===== config.mk =====
export PLATFORM = sky130hd
export DESIGN_NAME = dma_axis_dac_tx
export DESIGN_NICKNAME = d
export VERILOG_FILES = /design/src/rtl/dac_tx_pkg.sv /design/src/rtl/spi_frame_tx.sv /design/src/rtl/dma_axis_dac_tx.sv
export SDC_FILE = /design/constraint.sdc
export NUM_CORES = 1
export LEC_CHECK = 0
export ABC_AREA = 0
export BUFFER_PORTS_ARGS = -buffer_cell sky130_fd_sc_hd__clkbuf_2
export CORE_MARGIN = 5
export CORE_UTILIZATION = 60
export CTS_BUF_LIST = sky130_fd_sc_hd__clkbuf_4
export DETAILED_ROUTE_END_ITERATION = 10
export PLACE_DENSITY = 0.77
export SLEW_MARGIN = 20
export SYNTH_ARGS = -nofsm -noshare
export SYNTH_HDL_FRONTEND = slang
export SYNTH_HIERARCHICAL = 1
export SYNTH_SLANG_ARGS = --single-unit

===== constraint.sdc =====
create_clock -name clk -period 7.6 [get_ports clk]
set_input_delay 1.9 -clock clk [delete_from_list [all_inputs] [get_ports clk]]
set_output_delay 1.9 -clock clk [all_outputs]
set_load 0.005 [all_outputs]

===== src/rtl/dac_tx_pkg.sv =====
// rtl/dac_tx_pkg.sv - shared types, sizes and frame packing for the DAC playback path
package dac_tx_pkg;

  typedef enum logic [1:0] {IDLE, WAIT, FRAME, GAP} play_state_t;

  localparam int FRAME_W          = 24;
  localparam int BYTES_PER_SAMPLE = 8;
  localparam int CH_NUM           = 4;
  localparam int CH_W             = 16;

  // Channel 0 (ch1) lives in the top 16 bits of the sample word.
  function automatic logic [FRAME_W-1:0] dac_frame(
    input logic [3:0]             cmd,
    input logic [1:0]             ch_idx,
    input logic [CH_NUM*CH_W-1:0] word
  );
    logic [CH_W-1:0] ch;
    ch = word[(CH_NUM - 1 - int'(ch_idx)) * CH_W +: CH_W];
    return {cmd, {2'b00, ch_idx}, ch};
  endfunction

endpackage


===== src/rtl/spi_frame_tx.sv =====
// rtl/spi_frame_tx.sv - mode-0 SPI frame shifter with chip-select gap and done strobes
module spi_frame_tx import dac_tx_pkg::*; #(
  parameter int CLK_DIV = 2,
  parameter int CS_GAP  = 2
) (
  input  logic               clk,
  input  logic               rst,
  input  logic               load,
  input  logic [FRAME_W-1:0] frame,
  output logic               cs_n,
  output logic               sclk,
  output logic               sdi,
  output logic               shift_done,
  output logic               gap_done
);

  localparam int DIV_W = (CLK_DIV > 1) ? $clog2(CLK_DIV) : 1;
  localparam int GAP_W = (CS_GAP > 1) ? $clog2(CS_GAP) : 1;
  localparam int BIT_W = $clog2(FRAME_W + 1);

  typedef enum logic [1:0] {S_IDLE, S_SHIFT, S_GAP} phase_t;

  phase_t             phase;
  logic [FRAME_W-1:0] sh;
  logic [DIV_W-1:0]   div_cnt;
  logic [GAP_W-1:0]   gap_cnt;
  logic [BIT_W-1:0]   rise_cnt;
  logic               div_hit;
  logic               start_shift;

  assign div_hit     = div_cnt == DIV_W'(CLK_DIV - 1);
  assign shift_done  = phase == S_SHIFT && div_hit && sclk && rise_cnt == BIT_W'(FRAME_W);
  assign gap_done    = phase == S_GAP && gap_cnt == GAP_W'(CS_GAP - 1);
  assign start_shift = load && (phase == S_IDLE || gap_done);
  assign sdi         = sh[FRAME_W-1];

  always_ff @(posedge clk) begin
    if (rst) begin
      phase    <= S_IDLE;
      sh       <= '0;
      div_cnt  <= '0;
      gap_cnt  <= '0;
      rise_cnt <= '0;
      cs_n     <= 1'b1;
      sclk     <= 1'b0;
    end else if (start_shift) begin
      phase    <= S_SHIFT;
      sh       <= frame;
      cs_n     <= 1'b0;
      sclk     <= 1'b0;
      div_cnt  <= '0;
      rise_cnt <= '0;
    end else begin
      case (phase)
        S_SHIFT: begin
          if (div_hit) begin
            div_cnt <= '0;
            if (!sclk) begin
              sclk     <= 1'b1;
              rise_cnt <= rise_cnt + 1'b1;
            end else if (shift_done) begin
              // final falling edge doubles as the chip-select release
              sclk    <= 1'b0;
              cs_n    <= 1'b1;
              sh      <= '0;
              gap_cnt <= '0;
              phase   <= S_GAP;
            end else begin
              sclk <= 1'b0;
              sh   <= {sh[FRAME_W-2:0], 1'b0};
            end
          end else begin
            div_cnt <= div_cnt + 1'b1;
          end
        end
        S_GAP: begin
          if (gap_done) phase <= S_IDLE;
          else          gap_cnt <= gap_cnt + 1'b1;
        end
        default: phase <= S_IDLE;
      endcase
    end
  end

endmodule


===== src/rtl/dma_axis_dac_tx.sv =====
// rtl/dma_axis_dac_tx.sv - byte-stream sample reassembly and timed 4-channel SPI DAC playback
module dma_axis_dac_tx import dac_tx_pkg::*; #(
  parameter int         CLK_DIV       = 2,
  parameter int         SAMPLE_PERIOD = 500,
  parameter logic [3:0] DAC_CMD       = 4'h3,
  parameter int         CS_GAP        = 2
) (
  input  logic        clk,
  input  logic        rst,
  input  logic [31:0] play_len,
  input  logic        play_start,
  output logic        busy,
  output logic        underrun,
  output logic        tlast_err,
  input  logic [7:0]  s_axis_tdata,
  input  logic        s_axis_tkeep,
  input  logic        s_axis_tlast,
  input  logic        s_axis_tvalid,
  output logic        s_axis_tready,
  output logic        dac_cs_n,
  output logic        dac_sclk,
  output logic        dac_sdi
);

  localparam int WORD_W = CH_NUM * CH_W;

  play_state_t        state, state_nxt;
  logic [31:0]        len_r, acc_cnt, play_cnt, tick_cnt;
  logic [2:0]         byte_cnt;
  logic [WORD_W-9:0]  asm_r;
  logic [WORD_W-1:0]  hold_r, play_word;
  logic               hold_full;
  logic [1:0]         ch_idx;
  logic               start_ok, xfer, last_byte, tlast_exp, tick, take;
  logic               load, shift_done, gap_done;
  logic [FRAME_W-1:0] frame;
  logic               unused_tkeep;

  assign unused_tkeep  = s_axis_tkeep;
  assign busy          = state != IDLE;
  assign start_ok      = play_start && !busy && play_len != 32'd0;
  assign s_axis_tready = busy && !hold_full && acc_cnt < len_r;
  assign xfer          = s_axis_tvalid && s_axis_tready;
  assign last_byte     = byte_cnt == 3'(BYTES_PER_SAMPLE - 1);
  assign tlast_exp     = last_byte && acc_cnt == len_r - 32'd1;
  assign tick          = busy && tick_cnt == 32'(SAMPLE_PERIOD - 1);
  assign take          = tick && state == WAIT && hold_full;

  // The first frame of a sample is loaded from hold_r, since play_word only updates at that edge.
  always_comb begin
    state_nxt = state;
    load      = 1'b0;
    frame     = dac_frame(DAC_CMD, ch_idx, play_word);
    case (state)
      IDLE:  if (start_ok) state_nxt = WAIT;
      WAIT:  if (take) begin
        state_nxt = FRAME;
        load      = 1'b1;
        frame     = dac_frame(DAC_CMD, 2'd0, hold_r);
      end
      FRAME: if (shift_done) state_nxt = GAP;
      GAP:   if (gap_done) begin
        if (ch_idx != 2'(CH_NUM - 1)) begin
          state_nxt = FRAME;
          load      = 1'b1;
          frame     = dac_frame(DAC_CMD, ch_idx + 2'd1, play_word);
        end else if (play_cnt == len_r) begin
          state_nxt = IDLE;
        end else begin
          state_nxt = WAIT;
        end
      end
      default: state_nxt = IDLE;
    endcase
  end

  always_ff @(posedge clk) begin
    if (rst) begin
      state     <= IDLE;
      len_r     <= '0;
      acc_cnt   <= '0;
      play_cnt  <= '0;
      tick_cnt  <= '0;
      byte_cnt  <= '0;
      asm_r     <= '0;
      hold_r    <= '0;
      play_word <= '0;
      hold_full <= 1'b0;
      ch_idx    <= '0;
      underrun  <= 1'b0;
      tlast_err <= 1'b0;
    end else begin
      state <= state_nxt;
      if (start_ok) begin
        len_r     <= play_len;
        acc_cnt   <= '0;
        play_cnt  <= '0;
        tick_cnt  <= '0;
        byte_cnt  <= '0;
        asm_r     <= '0;
        hold_full <= 1'b0;
        ch_idx    <= '0;
        underrun  <= 1'b0;
        tlast_err <= 1'b0;
      end else begin
        if (busy) tick_cnt <= tick ? 32'd0 : tick_cnt + 32'd1;
        if (xfer) begin
          if (s_axis_tlast != tlast_exp) tlast_err <= 1'b1;
          if (last_byte) begin
            hold_r    <= {s_axis_tdata, asm_r};
            hold_full <= 1'b1;
            acc_cnt   <= acc_cnt + 32'd1;
            byte_cnt  <= '0;
          end else begin
            asm_r[{byte_cnt, 3'b000} +: 8] <= s_axis_tdata;
            byte_cnt <= byte_cnt + 3'd1;
          end
        end
        if (take) begin
          play_word <= hold_r;
          hold_full <= 1'b0;
          ch_idx    <= '0;
        end
        if (tick && state == WAIT && !hold_full) underrun <= 1'b1;
        if (state == FRAME && shift_done && ch_idx == 2'(CH_NUM - 1)) play_cnt <= play_cnt + 32'd1;
        if (state == GAP && gap_done && ch_idx != 2'(CH_NUM - 1)) ch_idx <= ch_idx + 2'd1;
      end
    end
  end

  spi_frame_tx #(
    .CLK_DIV (CLK_DIV),
    .CS_GAP  (CS_GAP)
  ) u_spi (
    .clk        (clk),
    .rst        (rst),
    .load       (load),
    .frame      (frame),
    .cs_n       (dac_cs_n),
    .sclk       (dac_sclk),
    .sdi        (dac_sdi),
    .shift_done (shift_done),
    .gap_done   (gap_done)
  );

endmodule


# Yosys cells after proc, flatten, opt, wreduce, memory -nomap -nowiden
# Index checks and enable logic that the tools add are counted.
# word_totals
regBits,357
latchBits,0
ram_bits,0
mem_bits_ro,0
inputBits,46
wordCells,159
memories,0
# op_classes
addsub,12
n_mul,0
n_div,0
magnitude_cmp,1
n_eq_ne,26
shift,4
mux,43
bitwise,4
reduce_logical,48
# ops
cell,n
$shiftx 64x7->16,2
$mux 24,5
$add 32x1->32 const B,3
$eq 32x32->1,2
$bwmux 56,1
$shift 8x8->56 const A,1
$shiftx 8x8->56,1
$mux 18,3
$pmux 18 s2,1
$eq 32x9->1 const B,1
$lt 32x32->1,1
$mux 32,1
$reduce_bool 32->1,1
$sub 32x1->32 const B,1
$mux 2,11
$logic_and 1x1->1,19
$mux 1,16
$ne 2x2->1 const B,8
$reduce_and 4->1,4
$reduce_bool 2->1,7
$reduce_and 2->1,5
$reduce_and 3->1,3
$eq 2x2->1 const B,4
$neg 6->8,1
other kinds (23),36

# Longest topological paths before layout
# Gate-level depths: netlist (run 1).
# depth
ltp_word,9
mapped_depth,14

# Modules after synthesis
# Netlist (run 1), hierarchy kept.
# modules_own_cells
module,instances,cells_per_inst,area_each_um2
dma_axis_dac_tx,1,1963,16151.7
spi_frame_tx,1,174,1594.0

# Least setup slack after synthesis (run 1)
# Ideal clock, no wire load.
# synth_path
path_type,reg2out
start,register len_r[11]
end,output s_axis_tready
arrival_time_ns,1.926
path_slack_ns,3.774
stages_incl_launch_ff,10
cell_sequence,dfxtp_1 -> clkbuf_1 -> inv_1 -> ha_1 -> nand4_1 -> nor2_1 -> a211o_1 -> o211a_1 -> buf_4 -> nor2_1
# synth_between
elab_chain_len,2
# synth_rtl
item,line,rtl
start: declaration,dma_axis_dac_tx.sv:28,"logic [31:0] len_r, acc_cnt, play_cnt, tick_cnt;"
start signal: assignment,dma_axis_dac_tx.sv:95,len_r <= play_len;
$lt 32x32->1,dma_axis_dac_tx.sv:42,assign s_axis_tready = busy && !hold_full && acc_cnt < len_r;
$logic_and 1x1->1,dma_axis_dac_tx.sv:42,
end: declaration,dma_axis_dac_tx.sv:19,"output logic s_axis_tready,"
# Every way passes these cells.

# Worst setup path after layout (run 1)
# layout_path
start,register len_r[10]
end,output s_axis_tready
# The elaborated chain is that of the path after synthesis.

==> summary.md, run 1 <==
| Metric | Value |
|---|---|
| WP data required | `approximately 5.7 ns` |
| Clock Skew | `around 0.051 ns` |
| Clock Power Share | `roughly 43%` |
| Startpoint Class | `flip-flop` |
| Post-route setup TNS | `0 ns` |
| Asr flop ratio synth | `0%` |
| Vias in the first global route | `roughly 15000` |
| Initial Util | `60.36%` |
| Die H | `around 180 um` |
| Detail Route met3 WL | `3296 um` |
| LEAKAGE | `around 0.0066 uW` |
| Comb pwr share | `under 10%` |
| DIE AREA | `around 0.033 mm^2` |
| Outcome | `complete, no violations` |
| CTS H-tree lvls | `3` |
| Peak supply drop | `between 0.1 and 0.15 mV` |
| Synth cell types | `between 70 and 80` |
| Crit end category | `primary output` |
| Sw Ratio | `around 25%` |
| Sink Count | `between 300 and 400` |
| First-pass GRT wire length | `~73000 um` |
| RSZ-0062 raised after global routing | `no` |
| Gr usage total | `a little over a quarter` |
| IO Port Bufs | `between 50 and 60` |
| Delay-heaviest family, CP | `compound AO/OA/AOI/OAI gates` |
| Final Max Slew Viols | `0` |
| Share of cells above drive strength 1 | `between 10% and 20%` |
| Crit-path cells | `inv_1, ha_1, and3_1, o21ai_0, a21oi_1, a211o_1, o211a_1, nor2_1, clkbuf_2` |
| Syn Inst Count | `between 2000 and 2500` |
| Slew margin rel. | `24.02%` |
| Clock transition at path regs | `0.07 ns` |
| Die X-Extent | `about 180 um` |
| Initial DRT Pass Iterations | `5` |
| Area after DPL | `about 0.018 mm^2` |
| # setup viols final | `0` |
| I/O pins | `53` |
| DRC | `0` |
| GPL Wtd Cong | `approximately 0.94` |
| Overall routed net length | `~45000 um` |
| Switch Pwr | `between 900 and 1000 uW` |
| Initial antenna violation count | `1` |
| HPWL after DPL | `between 20000 and 30000 um` |
| Seq cells post-synth | `approximately 360` |
| Mean Syn Cell Area | `around 8.3 um^2` |
| Total grt overflow | `0` |
| Drt wl/cell | `17.22 um` |
| Flop pwr share | `between 50 and 60%` |
| Synth Flop Type | `dfxtp_1` |
| Fmax | `a little under 200 MHz` |
| Top layer in use | `met4` |
| Post-route cell area | `~0.019 mm^2` |
| CTS buffer count | `93` |
| Internal power | `about 2800 uW` |
| Filler cell count | `about 2500` |
| Max_cap viols | `0` |
| Critical Path Max Stage Delay | `0.62 ns` |
| Total power per unit cell area | `a little under 200 mW/mm^2` |
| DRT antenna net count | `0` |
| Min cycle time layout | `roughly 5.2 ns` |
| DR vias | `between 15000 and 20000` |
| Register area share after synthesis | `between 40% and 50%` |
| Post-synth EDFFs | `0` |
| Period Utilization, post-route | `roughly two thirds` |
| Worst Hold Class | `reg -> reg` |
| Max clock buf depth | `3` |
| Core area | `between 0.02 and 0.03 mm^2` |
| Fin Hold WS | `~0.43 ns` |
| Synth-to-Final Area Change | `8.066%` |
| Crit path kind | `reg -> out` |
| First DRT Iteration DRCs | `approximately 1500` |
| Vias per cell | `5.995` |
| Slowest CP cell | `dfxtp_1` |
| Clk_lat worst skew | `between 0.7 and 0.8 ns` |
| Met1 wire length | `20510 um` |
| Worst EP arrival | `~3.3 ns` |
| Nets | `around 2200` |
| Largest net degree at the start of global routing | `about 120` |
| Post-Syn Area | `around 0.018 mm^2` |
| Met2 WL | `roughly 20000 um` |
| # rows | `63` |
| Root Buffer | `clkbuf_4` |
| Critical path peak fanout | `12` |
| Postcts setup bufs | `0` |
| Worst-margin pin slew | `about 1.1 ns` |
| CTS tree | `built` |
| Post-CTS Hold Buffers | `0` |
| Final hold vios | `0` |
| CP bufs+invs | `2` |
| Syn. warnings | `6` |
| Post_cts resized | `0` |
-- per-layer routing --
| layer | vias up | global-route usage (%) |
|---|---|---|
| li1 | 7527 | - |
| met1 | 7382 | 37.76 |
| met2 | 575 | 40.53 |
| met3 | 90 | 4.647 |
| met4 | 0 | 8.346 |
| met5 | - | 0 |
-- layout by cell type, fill, tap and decap left out, types with 12 or more instances in the layout --
| cell | count |
|---|---|
| nor4_1 | 30 |
| xnor2_1 | 80 |
| dfxtp_1 | 355 |
| nand3_1 | 79 |
| o31ai_1 | 20 |
| mux4_2 | 32 |
| mux2i_1 | 53 |
| clkbuf_2 | 50 |
| inv_1 | 74 |
| nor3_1 | 47 |
| o211ai_1 | 23 |
| buf_4 | 12 |
| o21ai_0 | 40 |
| nor2_1 | 185 |
| and3_1 | 17 |
| nand4_1 | 60 |
| xor2_1 | 54 |
| or3_1 | 14 |
| nand2b_1 | 37 |
| a221oi_1 | 23 |
| clkbuf_4 | 132 |
| a21oi_1 | 231 |
| nand2_1 | 338 |
| or4_1 | 20 |
| ha_1 | 51 |
-- worst reg2reg max path, stage by stage, from the launching register on --
cell and delay (ns):
dfxtp_1 0.62, inv_1 0.14, ha_1 0.36, and3_1 0.15, o21ai_0 0.15, a21oi_1 0.09
a211o_1 0.31, o211ai_1 0.67, nand3_4 0.11, buf_6 0.36, or4_1 0.65, a21oi_1 0.15
-- per-stage QoR --
step / total power (uW) / instances / worst slack (ns) / util (%)
2_1_floorplan: 2145 / 2141 / 3.774 / -
3_3_place_gp: 2209 / 2445 / 2.077 / 61.25
3_5_place_dp: 2215 / 2445 / 2.006 / 61.28
4_1_cts: 3838 / 2597 / 2.410 / 65.15
5_1_grt: 3977 / 2598 / 2.220 / 65.22
6_report: 3810 / 2598 / 2.393 / 65.22
-- flip-flops by register name, indices dropped and copies added, names as in the netlist --
signal	flops
u_spi/phase	2
u_spi/div_cnt	1
tick_cnt	32
state	2
u_spi/sh	24
len_r	32
acc_cnt	32
hold_full	1
asm_r	56
u_spi/sclk	1
u_spi/gap_cnt	1
play_cnt	32
hold_r	64
byte_cnt	3
ch_idx	2
u_spi/rise_cnt	5
play_word	64
underrun	1
tlast_err	1
u_spi/cs_n	1
-- logic make-up after synthesis --
group | after synthesis | share of synthesized area [%]
simple gates | 897 | 24.24
compound gates | 386 | 12.92
flops | 357 | 40.27
buf+inv | 224 | 5.203
xor+xnor | 134 | 6.614
mux | 86 | 7.114
fa+ha+maj | 51 | 3.596
other cells | 2 | 0.04232
-- path summary, 6_finish.rpt --
| check | start | end | slack (ns) | cells past startpoint |
|---|---|---|---|---|
| worst max-delay path | len_r[10]$_SDFFE_PP0P_ | s_axis_tready | 2.39 | 9 |
| worst min-delay path | hold_r[46]$_SDFFE_PP0P_ | play_word[46]$_SDFFE_PP0P_ | 0.43 | 2 |
| worst max register to register | len_r[10]$_SDFFE_PP0P_ | acc_cnt[21]$_SDFFE_PP0P_ | 3.74 | 11 |
| worst min register to register | hold_r[46]$_SDFFE_PP0P_ | play_word[46]$_SDFFE_PP0P_ | 0.43 | 2 |
-- power groups by stage --
| stage | logic, uW | registers, uW | clock network, uW |
|---|---|---|---|
| 6_report | 263 | 1920 | 1630 |
| 5_1_grt | 288 | 1920 | 1770 |
| 4_1_cts | 258 | 1920 | 1660 |
| 3_5_place_dp | 257 | 1960 | 0 |
| 3_3_place_gp | 251 | 1960 | 0 |
| 2_1_floorplan | 211 | 1930 | 0 |
-- synth_stat cells (8+ instances only) --
master	number	area, um^2
nor3_1	48	240.2
ha_1	51	638.1
buf_2	15	75.07
nand2b_1	38	237.7
dfxtp_1	357	7147
clkbuf_1	106	397.9
mux2i_1	53	530.5
nand3_1	80	400.4
xor2_1	54	473.0
o31ai_1	20	150.1
o21ai_0	40	200.2
xnor2_1	80	700.7
or4_1	20	150.1
nand2_1	339	1272
and3_1	17	106.4
o211ai_1	23	172.7
a221oi_1	23	201.4
nor2_1	186	698.2
nor4_1	32	200.2
mux4_2	32	720.7
buf_1	17	63.81
a21oi_1	231	1156
and4_1	8	70.07
and2_1	10	62.56
nand4_1	60	375.4
inv_1	74	277.8
nor2b_1	9	56.30
or3_1	14	87.58
-- cell type report --
class | count | area [um^2] | share of cell area (%)
clock buffers | 132 | 991.0 | 5.167
inverters | 74 | 277.8 | 1.448
repair buffers | 64 | 362.8 | 1.892
clock inverters | 20 | 145.1 | 0.7568
well taps | 390 | 488.0 | 2.545
diodes | 1 | 2.502 | 0.01305
flip-flops and latches | 357 | 7149 | 37.28
multi-input cells | 1560 | 9761 | 50.90
Power figures use the tool's default switching activity.
==> run 2: changes to the inputs <==
--- a/config.mk
+++ b/config.mk
@@ -5,7 +5,7 @@
 export SDC_FILE = /design/constraint.sdc
 export NUM_CORES = 1
 export LEC_CHECK = 0
-export ABC_AREA = 0
+export ABC_AREA = 1
 export BUFFER_PORTS_ARGS = -buffer_cell sky130_fd_sc_hd__clkbuf_2
 export CORE_MARGIN = 5
 export CORE_UTILIZATION = 60
==> constraint.sdc (replaced) <==
create_clock -name clk -period 4.9 [get_ports clk]
set_input_delay 1.225 -clock clk [delete_from_list [all_inputs] [get_ports clk]]
set_output_delay 1.225 -clock clk [all_outputs]
set_load 0.005 [all_outputs]
==> summary.md, run 2 <==
| Metric | Value |
|---|---|
| Fmax | `242.5 MHz` |
| Synth area leaders | `dfxtp_1 (37%), nand2_1 (10%), nor2_1 (9.9%), o21ai_0 (6.1%), a21oi_1 (5.9%) (was dfxtp_1 (40%), nand2_1 (7.2%), a21oi_1 (6.5%), mux4_2 (4.1%), xnor2_1 (3.9%))` |
| LEAKAGE | `0.008854 uW (was 0.006559 uW)` |
| Postcts setup bufs | `0 (unchanged)` |
| Initial antenna violation count | `1 (unchanged)` |
| Syn. warnings | `6 (unchanged)` |
| Post-route cell area | `0.02090 mm^2 (was 0.01918 mm^2)` |
| Critical path peak fanout | `6 (was 12)` |
| Worst Hold Class | `reg -> reg (unchanged)` |
| R2R Path End | `asm_r[37]$_SDFFE_PP0P_ (was acc_cnt[21]$_SDFFE_PP0P_)` |
| Vias per cell | `5.653 (was 5.995)` |
| Reg2Reg Depth | `9 (was 11)` |
| Mean Syn Cell Area | `6.799 um^2 (was 8.304 um^2)` |
| Startpoint Class | `flip-flop (unchanged)` |
| Core area | `0.03172 mm^2 (was 0.02940 mm^2)` |
| Total grt overflow | `0 (unchanged)` |
| Largest regs | `hold_r (64), play_word (64), asm_r (56) (unchanged)` |
| Post-CTS Hold Buffers | `0 (unchanged)` |
| RR Startpoint | `byte_cnt[0]$_SDFFE_PP0N_ (was len_r[10]$_SDFFE_PP0P_)` |
| CTS H-tree lvls | `3 (unchanged)` |
| Die X-Extent | `189.9 um (was 182.0 um)` |
| Crit end category | `primary output (unchanged)` |
| Worst-margin pin slew | `1.046 ns (was 1.138 ns)` |
| Post-route setup slack | `0.7769 ns (was 2.393 ns)` |
| Sink Count | `357 (unchanged)` |
| Fin Hold WS | `0.4553 ns (was 0.4258 ns)` |
| Synth-to-Final Area Change | `7.629% (was 8.066%)` |
| # setup viols final | `0 (unchanged)` |
| Final hold vios | `0 (unchanged)` |
| GPL Wtd Cong | `0.9368 (was 0.9375)` |
| Synth cell count leaders | `nand2_1 (541), nor2_1 (514), dfxtp_1 (357), inv_1 (251), o21ai_0 (237) (was dfxtp_1 (357), nand2_1 (339), a21oi_1 (231), nor2_1 (186), clkbuf_1 (106))` |
| Synth Flop Type | `dfxtp_1 (unchanged)` |
| Asr flop ratio synth | `0% (unchanged)` |
| Worst EP arrival | `2.90 ns (was 3.31 ns)` |
| Critical Path Max Stage Delay | `0.50 ns (was 0.62 ns)` |
| Synth cell types | `57 (was 79)` |
| IO Port Bufs | `51 (unchanged)` |
| Initial Util | `61.22% (was 60.36%)` |
| Slowest CP cell | `dfxtp_1 (unchanged)` |
| Post-synth EDFFs | `0 (unchanged)` |
| I/O pins | `53 (unchanged)` |
| Post-route setup TNS | `0 ns (unchanged)` |
| Peak supply drop | `0.2414 mV (was 0.1230 mV)` |
| DIE AREA | `0.03606 mm^2 (was 0.03311 mm^2)` |
| WP data required | `3.67 ns (was 5.70 ns)` |
| Drt wl/cell | `15.87 um (was 17.22 um)` |
| Period Utilization, post-route | `84.14%` |
| Count leader, synth | `nand2_1 (was dfxtp_1)` |
| Share of the synthesized area in the top cell type | `36.81% (was 40.27%)` |
| # rows | `65 (was 63)` |
| Register area share after synthesis | `36.81% (was 40.27%)` |
| Overall routed net length | `53170 um (was 44740 um)` |
| Most frequent cells in the layout | `nand2_1 (539), nor2_1 (512), dfxtp_1 (356), inv_1 (250), o21ai_0 (237) (was dfxtp_1 (355), nand2_1 (338), a21oi_1 (231), nor2_1 (185), clkbuf_4 (132))` |
| Post-placement setup slack | `1.018 ns (was 2.006 ns)` |
| Commonest non-fill, non-tap cell in the layout | `nand2_1 (was dfxtp_1)` |
| Hold Path Sink | `hold_r[39]$_SDFFE_PP0P_ (was play_word[46]$_SDFFE_PP0P_)` |
| DRC | `0 (unchanged)` |
| Crit-path cells | `inv_1, ha_1, a21oi_1, o21a_1, o21ai_0, nand2_1, nand3_1, nand2_1, nand3_1, inv_1, clkbuf_2 (was inv_1, ha_1, and3_1, o21ai_0, a21oi_1, a211o_1, o211a_1, nor2_1, clkbuf_2)` |
| Reg2Reg Setup Slack | `1.12 ns (was 3.74 ns)` |
| Initial DRT Pass Iterations | `6 (was 5)` |
| First DRT Iteration DRCs | `1743 (was 1475)` |
| DRT antenna net count | `0 (unchanged)` |
| Crit path kind | `reg -> out (unchanged)` |
| Seq cells post-synth | `357 (unchanged)` |
| Largest net degree at the start of global routing | `119 (was 122)` |
| Post-synth top area cell | `dfxtp_1 (unchanged)` |
| CTS buffer count | `95 (was 93)` |
| RSZ-0062 raised after global routing | `no (unchanged)` |
| Total power per unit cell area | `362.0 mW/mm^2 (was 198.7 mW/mm^2)` |
| Max_cap viols | `0 (unchanged)` |
| HP Start | `asm_r[39]$_SDFFE_PP0P_ (was hold_r[46]$_SDFFE_PP0P_)` |
| Clock Skew | `0.07757 ns (was 0.05115 ns)` |
| Clock transition at path regs | `0.06 ns (was 0.07 ns)` |
| Clk_lat worst skew | `0.80 ns (was 0.74 ns)` |
| CTS tree | `built (unchanged)` |
| Min cycle time layout | `slightly above 4 ns` |
| Fin util | `65.89% (was 65.22%)` |
| Gr usage total | `29.01% (was 26.31%)` |
| Post-Syn Area | `0.01942 mm^2 (was 0.01775 mm^2)` |
| First-pass GRT wire length | `86990 um (was 72820 um)` |
| Root Buffer | `clkbuf_4 (unchanged)` |
| Post_cts resized | `0 (unchanged)` |
| HPWL after DPL | `36320 um (was 28860 um)` |
| Syn Inst Count | `2856 (was 2137)` |
| Die H | `189.9 um (was 182.0 um)` |
| WHS Path Cells | `2 (unchanged)` |
| Final Max Slew Viols | `0 (unchanged)` |
| Share of cells above drive strength 1 | `10.49% (was 12.69%)` |
| Max clock buf depth | `3 (unchanged)` |
| Area after DPL | `0.01978 mm^2 (was 0.01802 mm^2)` |
| Slew margin rel. | `30.24% (was 24.02%)` |
| Nets | `2986 (was 2247)` |
| Outcome | `complete, no violations (unchanged)` |
| DR vias | `18940 (was 15570)` |
| Vias in the first global route | `17360 (was 14550)` |
run 2: cell count changes after synthesis, sizes merged, moves of 32 or more:
cell and delta:
inv +185, o21ai +199, mux4 -32, nand3 +69, xnor2 -49, a211oi +32
nor2 +345, nand2 +213, mux2i -53, nand2b -38
run 2: cells by family after synthesis:
| kind of cell | Yosys count | share of synthesized area (%) |
|---|---|---|
| and+or+nand+nor | 1404 | 31.46 |
| AOI/OAI and AO/OA | 539 | 15.47 |
| buffers and inverters | 406 | 8.486 |
| DFF | 357 | 36.81 |
| xor gates and xnor gates | 97 | 4.446 |
| adders and majority gates | 51 | 3.286 |
| other | 2 | 0.03868 |
run 2: power by group:
group	total, uW	internal (uW)	switching [uW]
logic	1880	551	1330
registers	3170	3010	160
clock network	2510	1270	1240
run 2: how the worst max path moves through the flow:
stage | from | slack (ns) | to
after global placement | play_len[12] | 1.13 | byte_cnt[2]$_SDFFE_PP0N_
after global routing | len_r[7]$_SDFFE_PP0P_ | 0.59 | s_axis_tready
final | len_r[7]$_SDFFE_PP0P_ | 0.78 | s_axis_tready
after floorplan | len_r[7]$_SDFFE_PP0P_ | 2.13 | s_axis_tready
after CTS | len_r[7]$_SDFFE_PP0P_ | 0.77 | s_axis_tready
after detailed placement | play_len[12] | 1.02 | asm_r[7]$_SDFFE_PP0P_
run 2: area by class of cell:
class,instances,area [um^2]
Timing Repair Buffer,75,460.4
Sequential cell,357,7148
Fill cell,2910,10820
Multi-Input combinational cell,2097,10680
Tap cell,402,503.0
Clock inverter,18,83.83
Clock buffer,137,1028
Antenna cell,2,5.005
Inverter,263,989.7
run 2: layer usage:
| metal | routed length [um] | track usage [%] |
|---|---|---|
| met5 | 0 | 0 |
| met4 | 985 | 8.459 |
| met3 | 4929 | 6.128 |
| met2 | 22710 | 44.19 |
| met1 | 24540 | 41.63 |
run 2: worst max-delay path, delay by kind of cell (launching register included):
family,cells,cell delay [ns]
AO/OA/AOI/OAI,3,0.37
adder cells (fa/ha/maj),1,0.34
buffers and inverters,3,0.33
flip-flops,1,0.50
AND/OR/NAND/NOR,4,0.56
run 2: through the flow:
stage               std cells  power (uW)
finish                   3351        7565
global route             3351        7999
CTS                      3349        7567
detailed placement       3194        5061
global placement         3194        5018
floorplan                2860        4506
